[config.mk]
export PLATFORM = sky130hd
export DESIGN_NAME = fetch_redirect_unit
export DESIGN_NICKNAME = d
export VERILOG_FILES = /design/src/rtl/fetch_redirect_unit.sv
export SDC_FILE = /design/constraint.sdc
export NUM_CORES = 1
export LEC_CHECK = 0
export CELL_PAD_IN_SITES_DETAIL_PLACEMENT = 2
export CELL_PAD_IN_SITES_GLOBAL_PLACEMENT = 2
export CORE_MARGIN = 1.5
export CORE_UTILIZATION = 26
export DETAILED_ROUTE_END_ITERATION = 8
export GPL_TIMING_DRIVEN = 0
export PLACE_DENSITY_LB_ADDON = 0.1
export RECOVER_POWER = 25
export SETUP_SLACK_MARGIN = 0.05
export SLEW_MARGIN = 15
export SYNTH_ARGS = -nofsm -noshare
export SYNTH_HDL_FRONTEND = slang
export SYNTH_SLANG_ARGS = --single-unit
[constraint.sdc]
create_clock -name clk -period 3.41 [get_ports clk]
set_input_delay 1.023 -clock clk [delete_from_list [all_inputs] [get_ports clk]]
set_output_delay 1.023 -clock clk [all_outputs]
set_load 0.03 [all_outputs]
[src/rtl/fetch_redirect_unit.sv]
// fetch_redirect_unit: instruction-fetch PC, IF/ID register and branch redirect/squash.
//
// Ports:
//   clk           rising-edge clock
//   reset         synchronous active-high reset, overrides every other input
//   stall         hazard unit hold request for PC and IF/ID
//   switch_branch taken branch resolved in EX; redirects the PC and squashes IF/ID
//   branch_target EX-stage computed target (low two bits dropped on redirect)
//   instr_in      instruction memory read data for address pc_out
//   pc_out        current fetch address
//   if_id_pc      PC of the instruction held in ID
//   if_id_instr   instruction held in ID (NOP_INSTR when squashed)
//   if_id_valid   IF/ID holds a real instruction
//   flush_id_ex   squash ID/EX at the coming edge
//   misalign_err  sticky flag: some taken target had nonzero bits [1:0]
//   taken_count   saturating count of accepted redirects
module fetch_redirect_unit #(
    parameter int                     PC_WIDTH  = 64,
    parameter logic [PC_WIDTH-1:0]    RESET_PC  = '0,
    parameter logic [31:0]            NOP_INSTR = 32'h0000_0013,
    parameter int                     CNT_WIDTH = 16
) (
    input  logic                 clk,
    input  logic                 reset,
    input  logic                 stall,
    input  logic                 switch_branch,
    input  logic [PC_WIDTH-1:0]  branch_target,
    input  logic [31:0]          instr_in,
    output logic [PC_WIDTH-1:0]  pc_out,
    output logic [PC_WIDTH-1:0]  if_id_pc,
    output logic [31:0]          if_id_instr,
    output logic                 if_id_valid,
    output logic                 flush_id_ex,
    output logic                 misalign_err,
    output logic [CNT_WIDTH-1:0] taken_count
);
    logic [PC_WIDTH-1:0]  pc_q, pc_d;
    logic [PC_WIDTH-1:0]  if_id_pc_q, if_id_pc_d;
    logic [31:0]          if_id_instr_q, if_id_instr_d;
    logic                 if_id_valid_q, if_id_valid_d;
    logic                 misalign_q, misalign_d;
    logic [CNT_WIDTH-1:0] cnt_q, cnt_d;
    logic [PC_WIDTH-1:0]  target_aligned;
    logic                 advance;

    assign target_aligned = {branch_target[PC_WIDTH-1:2], 2'b00};
    // A redirect always wins over stall: wrong-path work must be squashed.
    assign advance = ~switch_branch & ~stall;

    always_comb begin
        pc_d          = switch_branch ? target_aligned : (advance ? pc_q + PC_WIDTH'(4) : pc_q);
        if_id_pc_d    = switch_branch ? '0 : (advance ? pc_q : if_id_pc_q);
        if_id_instr_d = switch_branch ? NOP_INSTR : (advance ? instr_in : if_id_instr_q);
        if_id_valid_d = switch_branch ? 1'b0 : (advance ? 1'b1 : if_id_valid_q);
        misalign_d    = misalign_q | (switch_branch & (branch_target[1:0] != 2'b00));
        // Saturate at all-ones rather than wrapping back to zero.
        cnt_d         = (switch_branch && cnt_q != '1) ? cnt_q + CNT_WIDTH'(1) : cnt_q;
    end

    always_ff @(posedge clk) begin
        if (reset) begin
            pc_q          <= RESET_PC;
            if_id_pc_q    <= '0;
            if_id_instr_q <= NOP_INSTR;
            if_id_valid_q <= 1'b0;
            misalign_q    <= 1'b0;
            cnt_q         <= '0;
        end else begin
            pc_q          <= pc_d;
            if_id_pc_q    <= if_id_pc_d;
            if_id_instr_q <= if_id_instr_d;
            if_id_valid_q <= if_id_valid_d;
            misalign_q    <= misalign_d;
            cnt_q         <= cnt_d;
        end
    end

    assign pc_out       = pc_q;
    assign if_id_pc     = if_id_pc_q;
    assign if_id_instr  = if_id_instr_q;
    assign if_id_valid  = if_id_valid_q;
    assign misalign_err = misalign_q;
    assign taken_count  = cnt_q;
    // Combinational so ID/EX squashes at the same edge the PC is redirected.
    assign flush_id_ex  = switch_branch & ~reset;
endmodule

== Word level (Yosys, flattened, before mapping) ==
Index checks and enable logic that the tools add are counted.

* Flip-flop bits (word level): 178
* Input bits: 100
* Output and inout port bits: 179
* Word-level logic and storage cells: 23

* Add/subtract/negate cells: 2
* Equality and inequality tests: 1
* Mux-type cells: 2
* Bitwise operators: 7
* Reduce and logical (&&, ||, !) cells: 4

{| class="wikitable"
|+ Operator list
! cell !! count
|-
| $mux 64 || 2
|-
| $add 64x3->64 const B || 1
|-
| $add 16x1->16 const B || 1
|-
| $ne 16x16->1 const B || 1
|-
| $reduce_bool 2->1 || 2
|-
| $and 1x1->1 || 3
|-
| $not 1->1 || 3
|-
| $reduce_or 2->1 || 1
|-
| $logic_and 1x1->1 || 1
|-
| $or 1x1->1 || 1
|}

== Logic depth before layout (Yosys ltp) ==
Gate-level depths: netlist of run 1.

* Word-level depth: 4
* Mapped depth: 8
* Depth with buffers taken out: 6

== Worst setup path after synthesis of run 1 ==
Ideal clock, no wire load.

* Kind: input to output
* Start point: input port reset
* End point: output port flush_id_ex
* Arrival: 1,845 ps
* Data required time: 2,387 ps
* Path slack: 542 ps
* Cell stages on the path: 2
* Path buffers: 1
* Path through: clkbuf_1 nor2_1

* Cells in the longest elaborated chain, start to end: 2

{| class="wikitable"
|+ Ends and longest elaborated chain
! item !! line !! source
|-
| start, declared || 24 || <nowiki>input logic reset,</nowiki>
|-
| $not 1->1 || 85 || <nowiki>assign flush_id_ex = switch_branch & ~reset;</nowiki>
|-
| $and 1x1->1 || 85 ||
|-
| end, declared || 33 || <nowiki>output logic flush_id_ex,</nowiki>
|}

Every way passes these cells.

== Worst setup path after layout of run 1 ==
* Start point: input port stall
* End point: register if_id_pc_q[16] (netlist: if_id_pc[16])

* Cells in the longest elaborated chain, start to end: 2

{| class="wikitable"
|+ Ends and longest elaborated chain
! item !! line !! source
|-
| start, declared || 25 || <nowiki>input logic stall,</nowiki>
|-
| $not 1->1 || 48 || <nowiki>assign advance = ~switch_branch & ~stall;</nowiki>
|-
| $and 1x1->1 || 48 ||
|-
| end signal, assigned || 70 || <nowiki>if_id_pc_q <= if_id_pc_d;</nowiki>
|-
| end, declared || 38 || <nowiki>logic [PC_WIDTH-1:0] if_id_pc_q, if_id_pc_d;</nowiki>
|}

Every way passes these cells.
A chain may end at the register's enable or synchronous reset.

==> results of run 1 <==
[per-layer routing]
| layer | global-route usage, % | vias up | share of wire, % |
|---|---|---|---|
| met1 | 28.8 | 4255 | 45 |
| met5 | 0 | - | 0 |
| met3 | 4.52 | 18 | 5.7 |
| li1 | - | 3972 | - |
| met2 | 38.0 | 225 | 49 |
| met4 | 4.20 | 0 | 0.63 |
[worst paths after layout]
| check | end | start | depth (start not counted) | slack [ps] |
|---|---|---|---|---|
| worst max-delay path | if_id_pc[16] | stall | 6 | 180 |
| worst min-delay path | misalign_err | misalign_err | 2 | 450 |
| worst max register to register | pc_out[40] | pc_out[3] | 8 | 570 |
| worst min register to register | misalign_err | misalign_err | 2 | 450 |
[metrics by stage]
stage	setup slack, ps	hold slack (ps)	cells
2_1_floorplan	542	571	945
3_3_place_gp	-1210	434	1614
3_5_place_dp	-1210	446	1614
4_1_cts	39.5	462	1646
5_1_grt	26.4	481	1645
6_report	184	453	1646
[state kept, by name, indices dropped and copies added (netlist names)]
signal,count
if_id_instr,32
if_id_valid,1
misalign_err,1
if_id_pc,62
pc_out,62
taken_count,16
[cells by family after synthesis]
kind of cell | Yosys count | synth area share, %
buffers and inverters | 85 | 4.24
AO/OA/AOI/OAI | 134 | 11.1
AND/OR/NAND/NOR | 432 | 27.3
other | 1 | 0.0466
multiplexers | 83 | 10.3
XOR/XNOR | 31 | 3.37
flip-flops | 174 | 43.2
adder cells (fa/ha/maj) | 2 | 0.311
[layout make-up]
class / count / area, um^2
fillers: 3437 / 18600
plain buffers: 65 / 280
flip-flops and latches: 174 / 3480
inverters: 19 / 71.3
well taps: 396 / 495
diodes: 1 / 2.50
clock inverters: 12 / 103
multi-input cells: 686 / 4260
repair buffers: 274 / 2740
clock buffers: 19 / 443
[power groups by stage]
stage          registers (uW)  logic (uW)  clock network (uW)
6_report                 2230         774                1930
5_1_grt                  2240         827                2080
4_1_cts                  2230         790                2010
3_5_place_dp             2270         783                   0
3_3_place_gp             2270         773                   0
2_1_floorplan            2380         250                   0
[critical path, cell delays in order]
cell	delay, ps
clkdlybuf4s50_1	700
clkbuf_1	560
clkbuf_2	520
buf_2	400
mux2i_1	260
nor2_1	60
[what timing repair did]
item	in CTS	in global routing
buffers inserted	1	0
hold buffers	0	0
setup endpoints to repair	80	14
pin swaps	1	0
gates resized for setup	16	3
[placed cells by master, fill, tap and decap left out, types with 5 or more instances in the layout]
cell,n
buf_2,13
clkdlybuf4s50_1,200
or4_1,11
and3_1,13
a2111oi_0,6
xor2_1,12
mux2i_1,82
xnor2_1,19
dfxtp_1,174
dlygate4sd3_1,71
clkbuf_16,17
a211oi_1,18
or3_1,11
nor3_1,16
buf_4,5
nor4_1,22
and2_1,7
o211ai_1,10
nor3b_1,8
buf_1,5
inv_6,5
inv_1,18
nor2_1,127
nand4_1,35
nand3_1,37
o21ai_0,15
clkbuf_1,41
nand2_1,100
and4_1,14
a21oi_1,50
==> metrics.md, run 1 <==
| Metric | Value |
|---|---|
| CTS tree | yes |
| Logic gate share of total power | 15.7% |
| Netlist cell types | 63 |
| WP data required | 3710 ps |
| Synthesis warning total | 0 |
| Max clock buf depth | 2 |
| Syn Area/Cell | 8.55 um^2 |
| Core box area | 30500 um^2 |
| Post-Route Utilization | 38.9% |
| Antenna viol nets, final | 0 |
| Number of remaining DRC errors | 0 |
| Slew @ Worst Pin | 946 ps |
| GRT Util Overall | 22.2% |
| Top-area cell type share of the netlist area | 43.2% |
| Final number of max-transition violations | 0 |
| Critical Path AT | 3530 ps |
| Clock power frac | 39.2% |
| Post-synthesis register bit count | 174 |
| Clk_lat worst skew | 440 ps |
| Via-to-Cell Ratio | 5.15 |
| Largest net degree at the start of global routing | 17 |
| Most common cell in the netlist | dfxtp_1 |
| Cell area after layout | 11900 um^2 |
| Synth top cells by count | dfxtp_1, nor2_1, nand2_1 |
| Clock sinks | 174 |
| Flop pwr share | 45.1% |
| DP Area | 11300 um^2 |
| Worst-path clk slew | 80 ps |
| Setup Total Neg Slack | 0 ps |
| IO Count | 279 |
| Final period util | 94.6% |
| Power consumption | 4930 uW |
| H-tree depth | 4 |
| CTS buffer count | 17 |
| TritonRoute pass-1 iters | 4 |
| Fin crit period | 3230 ps |
| Psw | 1520 uW |
| Chip height | 179 um |
| Leak pwr | 0.00438 uW |
| Slew headroom | 36.7% |
| Int Power | 3410 uW |
| PD cells | 415 nW/um^2 |
| DPL Wire Length | 27100 um |
| Seq/Total Area, Yosys | 43.2% |
| Final wirelength | 35700 um |
| Outcome | complete, no violations |
| Root Driver | clkbuf_16 |
| Starting Density | 26.4% |
| Cells after synthesis | 942 |
| Rows | 64 |
| Initial antenna violation count | 1 |
| Chip Width | 179 um |
| Vias in the first global route | 8672 |
| WL/cell | 21.7 um |
| Clk_skew | 14.2 ps |
| Global-route wire length before repair | 53100 um |
| CP endpoint kind | flop |
| Synth Cell Area | 8060 um^2 |
| Synth-to-layout area growth | 47.5% |
| Worst vdd ir | 0.276 mV |
| Final Net Count | 1339 |
| Ratio of cells with drive above 1 in the final layout | 5.52% |
| Kind of critical path | input port to flop |
| Top cells by area, synth | dfxtp_1, mux2i_1, nor2_1, nand2_1, a21oi_1 |
| Gpl congestion | 0.793 |
| Worst Setup Start Kind | input port |
| Worst hold path class | flop to flop |
| Max FO, Critical Path | 11 |
| Count of final hold-check violations | 0 |
| Top FF cell, synth | dfxtp_1 |
| Gr ovfl total | 0 |
| DRT iter0 DRCs | 404 |
| Net Sw Frac | 30.8% |
| RSZ-0062 raised after global routing | yes |
| Synth area leader | dfxtp_1 |
| Max Cap Viol | 0 |
| Port Buffers | 273 |
| # setup viols final | 0 |
| Via Count | 8470 |
| Die area | 32000 um^2 |
| FMAX | 310 MHz |
| Post-synth EDFFs | 0 |
| Ys async rst share | 0% |
Power figures use the tool's default switching activity.
==> inputs of run 2 (changes only) <==
--- a/config.mk
+++ b/config.mk
@@ -11,7 +11,7 @@
 export CORE_UTILIZATION = 26
 export DETAILED_ROUTE_END_ITERATION = 8
 export GPL_TIMING_DRIVEN = 0
-export PLACE_DENSITY_LB_ADDON = 0.1
+export PLACE_DENSITY_LB_ADDON = 0.3
 export RECOVER_POWER = 25
 export SETUP_SLACK_MARGIN = 0.05
 export SLEW_MARGIN = 15
==> metrics.md, run 2 (synthesized netlist as in run 1, its figures left out) <==
| Metric | Value |
|---|---|
| WL/cell | 21.6 um (was 21.7 um) |
| Hold_ws | 455 ps (was 453 ps) |
| Met1 Use GR | 27.9% (was 28.8%) |
| Int Power | 3500 uW (was 3410 uW) |
| Worst Setup Start Kind | input port (unchanged) |
| Crit path max-delay family | buffers and inverters (unchanged) |
| RSZ-0062 raised after global routing | no (was yes) |
| Rows | 64 (unchanged) |
| Kind of critical path | input port to flop (unchanged) |
| Antenna viol nets, final | 0 (unchanged) |
| Net Sw Frac | 29.7% (was 30.8%) |
| Die area | 32000 um^2 (unchanged) |
| Core box area | 30500 um^2 (unchanged) |
| Number of remaining DRC errors | 0 (unchanged) |
| Met2 usage | 38.3% (was 38.0%) |
| Final Net Count | 1339 (unchanged) |
| Vias in the first global route | 8911 (was 8672) |
| DP Area | 11300 um^2 (about the same) |
| Max Cap Viol | 0 (unchanged) |
| IO Count | 279 (unchanged) |
| Crit path top cell by count | clkbuf_1 |
| Port Buffers | 273 (unchanged) |
| WP data required | 3730 ps (was 3710 ps) |
| Setup Total Neg Slack | 0 ps (unchanged) |
| CTS buffer count | 17 (unchanged) |
| Worst-path clk slew | 70 ps (was 80 ps) |
| Gpl congestion | 0.810 (was 0.793) |
| GRT Util Overall | 22.2% (about the same) |
| Final period util | 94.5% (was 94.6%) |
| Hold Crit Depth | 2 (unchanged) |
| GRT busiest layer | met2 (unchanged) |
| Root Driver | clkbuf_16 (unchanged) |
| R2R Setup Slk | 400 ps (was 570 ps) |
| DRT iter0 DRCs | 419 (was 404) |
| Final wirelength | 35600 um (was 35700 um) |
| Outcome | complete, no violations (unchanged) |
| Worst hold endpoint | if_id_pc[48] (was misalign_err) |
| Commonest non-fill, non-tap cell in the layout | clkdlybuf4s50_1 (unchanged) |
| CP endpoint kind | flop (unchanged) |
| Ant diodes | 0 (was 1) |
| TritonRoute pass-1 iters | 5 (was 4) |
| Post-Route Utilization | 39.0% (was 38.9%) |
| Clk_skew | 18.9 ps (was 14.2 ps) |
| Filler cell count | 3383 (was 3437) |
| Global-route wire length before repair | 53600 um (was 53100 um) |
| CTS tree | yes (unchanged) |
| CTS Hold Buffers Added | 0 (unchanged) |
| Clock sinks | 174 (unchanged) |
| Initial antenna violation count | 0 (was 1) |
| CP max stage cell | clkdlybuf4s50_1 (unchanged) |
| Chip height | 179 um (unchanged) |
| Fin crit period | 3220 ps (was 3230 ps) |
| Via-to-Cell Ratio | 5.14 (was 5.15) |
| Count of final hold-check violations | 0 (unchanged) |
| Gr ovfl total | 0 (unchanged) |
| M3 GR Usage | 4.96% (was 4.52%) |
| Psw | 1480 uW (was 1520 uW) |
| Logic gate share of total power | 15.5% (was 15.7%) |
| Critical Path AT | 3540 ps (was 3530 ps) |
| Synth-to-layout area growth | 47.7% (was 47.5%) |
| Leak pwr | 0.00440 uW (was 0.00438 uW) |
| Ratio of cells with drive above 1 in the final layout | 5.12% (was 5.52%) |
| Delay of the slowest critical-path stage | 600 ps (was 700 ps) |
| Slew @ Worst Pin | 1030 ps (was 946 ps) |
| Clock power frac | 39.8% (was 39.2%) |
| Max FO, Critical Path | 10 (was 11) |
| Cell area after layout | 11900 um^2 (about the same) |
| Crit-path cells | clkdlybuf4s50_1 > clkbuf_1 > clkbuf_2 > clkbuf_1 > mux2i_1 > nor2_1 (was clkdlybuf4s50_1 > clkbuf_1 > clkbuf_2 > buf_2 > mux2i_1 > nor2_1) |
| Via Count | 8459 (was 8470) |
| Slew headroom | 30.6% (was 36.7%) |
| RR Endpoint | pc_out[40] (unchanged) |
| Largest net degree at the start of global routing | 17 (unchanged) |
| H-tree depth | 4 (unchanged) |
| PD cells | 419 nW/um^2 (was 415 nW/um^2) |
| Crit path buffers/inverters | 4 (unchanged) |
| Hold Crit Start | if_id_pc[48] (was misalign_err) |
| Commonest cells after routing, fill and taps aside | clkdlybuf4s50_1, dfxtp_1, nor2_1 (unchanged) |
| # setup viols final | 0 (unchanged) |
| Worst hold path class | flop to flop (unchanged) |
| FMAX | 310 MHz (about the same) |
| Starting Density | 26.4% (unchanged) |
| Clk_lat worst skew | 450 ps (was 440 ps) |
| R2r worst-path depth | 8 (unchanged) |
| Worst vdd ir | 0.311 mV (was 0.276 mV) |
| Max clock buf depth | 2 (unchanged) |
| DPL Wire Length | 26900 um (was 27100 um) |
| Chip Width | 179 um (unchanged) |
| Final number of max-transition violations | 0 (unchanged) |
| Critical R2R Launch | pc_out[2] (was pc_out[3]) |
| Flop pwr share | 44.7% (was 45.1%) |
[run 2: worst max path at each step]
stage                  start            to  slack (ps)  cells past startpoint
2_1_floorplan          reset   flush_id_ex         540                      2
3_3_place_gp   switch_branch   flush_id_ex       -1330                      4
3_5_place_dp   switch_branch   flush_id_ex        -930                      4
4_1_cts        switch_branch   flush_id_ex          60                      4
5_1_grt                stall  if_id_pc[42]          70                      6
6_report               stall  if_id_pc[42]         190                      6
[run 2: power groups by stage]
stage                     logic (uW)  registers [uW]  clock network (uW)
after CTS                        787            2230                2040
after global placement           765            2270                   0
after global routing             824            2240                2110
after detailed placement         779            2280                   0
after floorplan                  250            2380                   0
final                            771            2230                1980
[run 2: area by class of cell]
type | instances | area (um^2) | share of cell area (%)
clock buffer | 22 | 464 | 3.90
buffer | 65 | 285 | 2.40
clock inverter | 10 | 108 | 0.905
timing repair buffer | 274 | 2740 | 23.0
inverter | 19 | 71.3 | 0.599
sequential | 174 | 3480 | 29.3
tap | 396 | 495 | 4.16
multi-input combinational | 686 | 4250 | 35.8
[run 2: stage by stage]
step	setup slack, ps	power, uW	cells
6_report	187	4990	1646
5_1_grt	70.0	5180	1646
4_1_cts	63.4	5050	1647
3_5_place_dp	-932	3060	1614
3_3_place_gp	-1330	3040	1614
2_1_floorplan	542	2630	945
[run 2: worst min-delay path, stage by stage, from the launching register on]
cell     delay, ps
dfxtp_1        310
nand2_1         50
a21oi_1         50
[run 2: what timing repair did]
item,CTS,global route
pin swaps,1,0
resized for setup,8,11
buffers inserted,1,0
endpoints found under the setup margin,77,49
[run 2: per-layer routing]
layer  vias to the layer above  routed length [um]  share of wire [%]
met5                         -                   0                  0
met4                         0                 403                1.1
met3                        25                1980                5.6
met2                       229               17800                 50
met1                      4231               15500                 43
li1                       3974                   -                  -
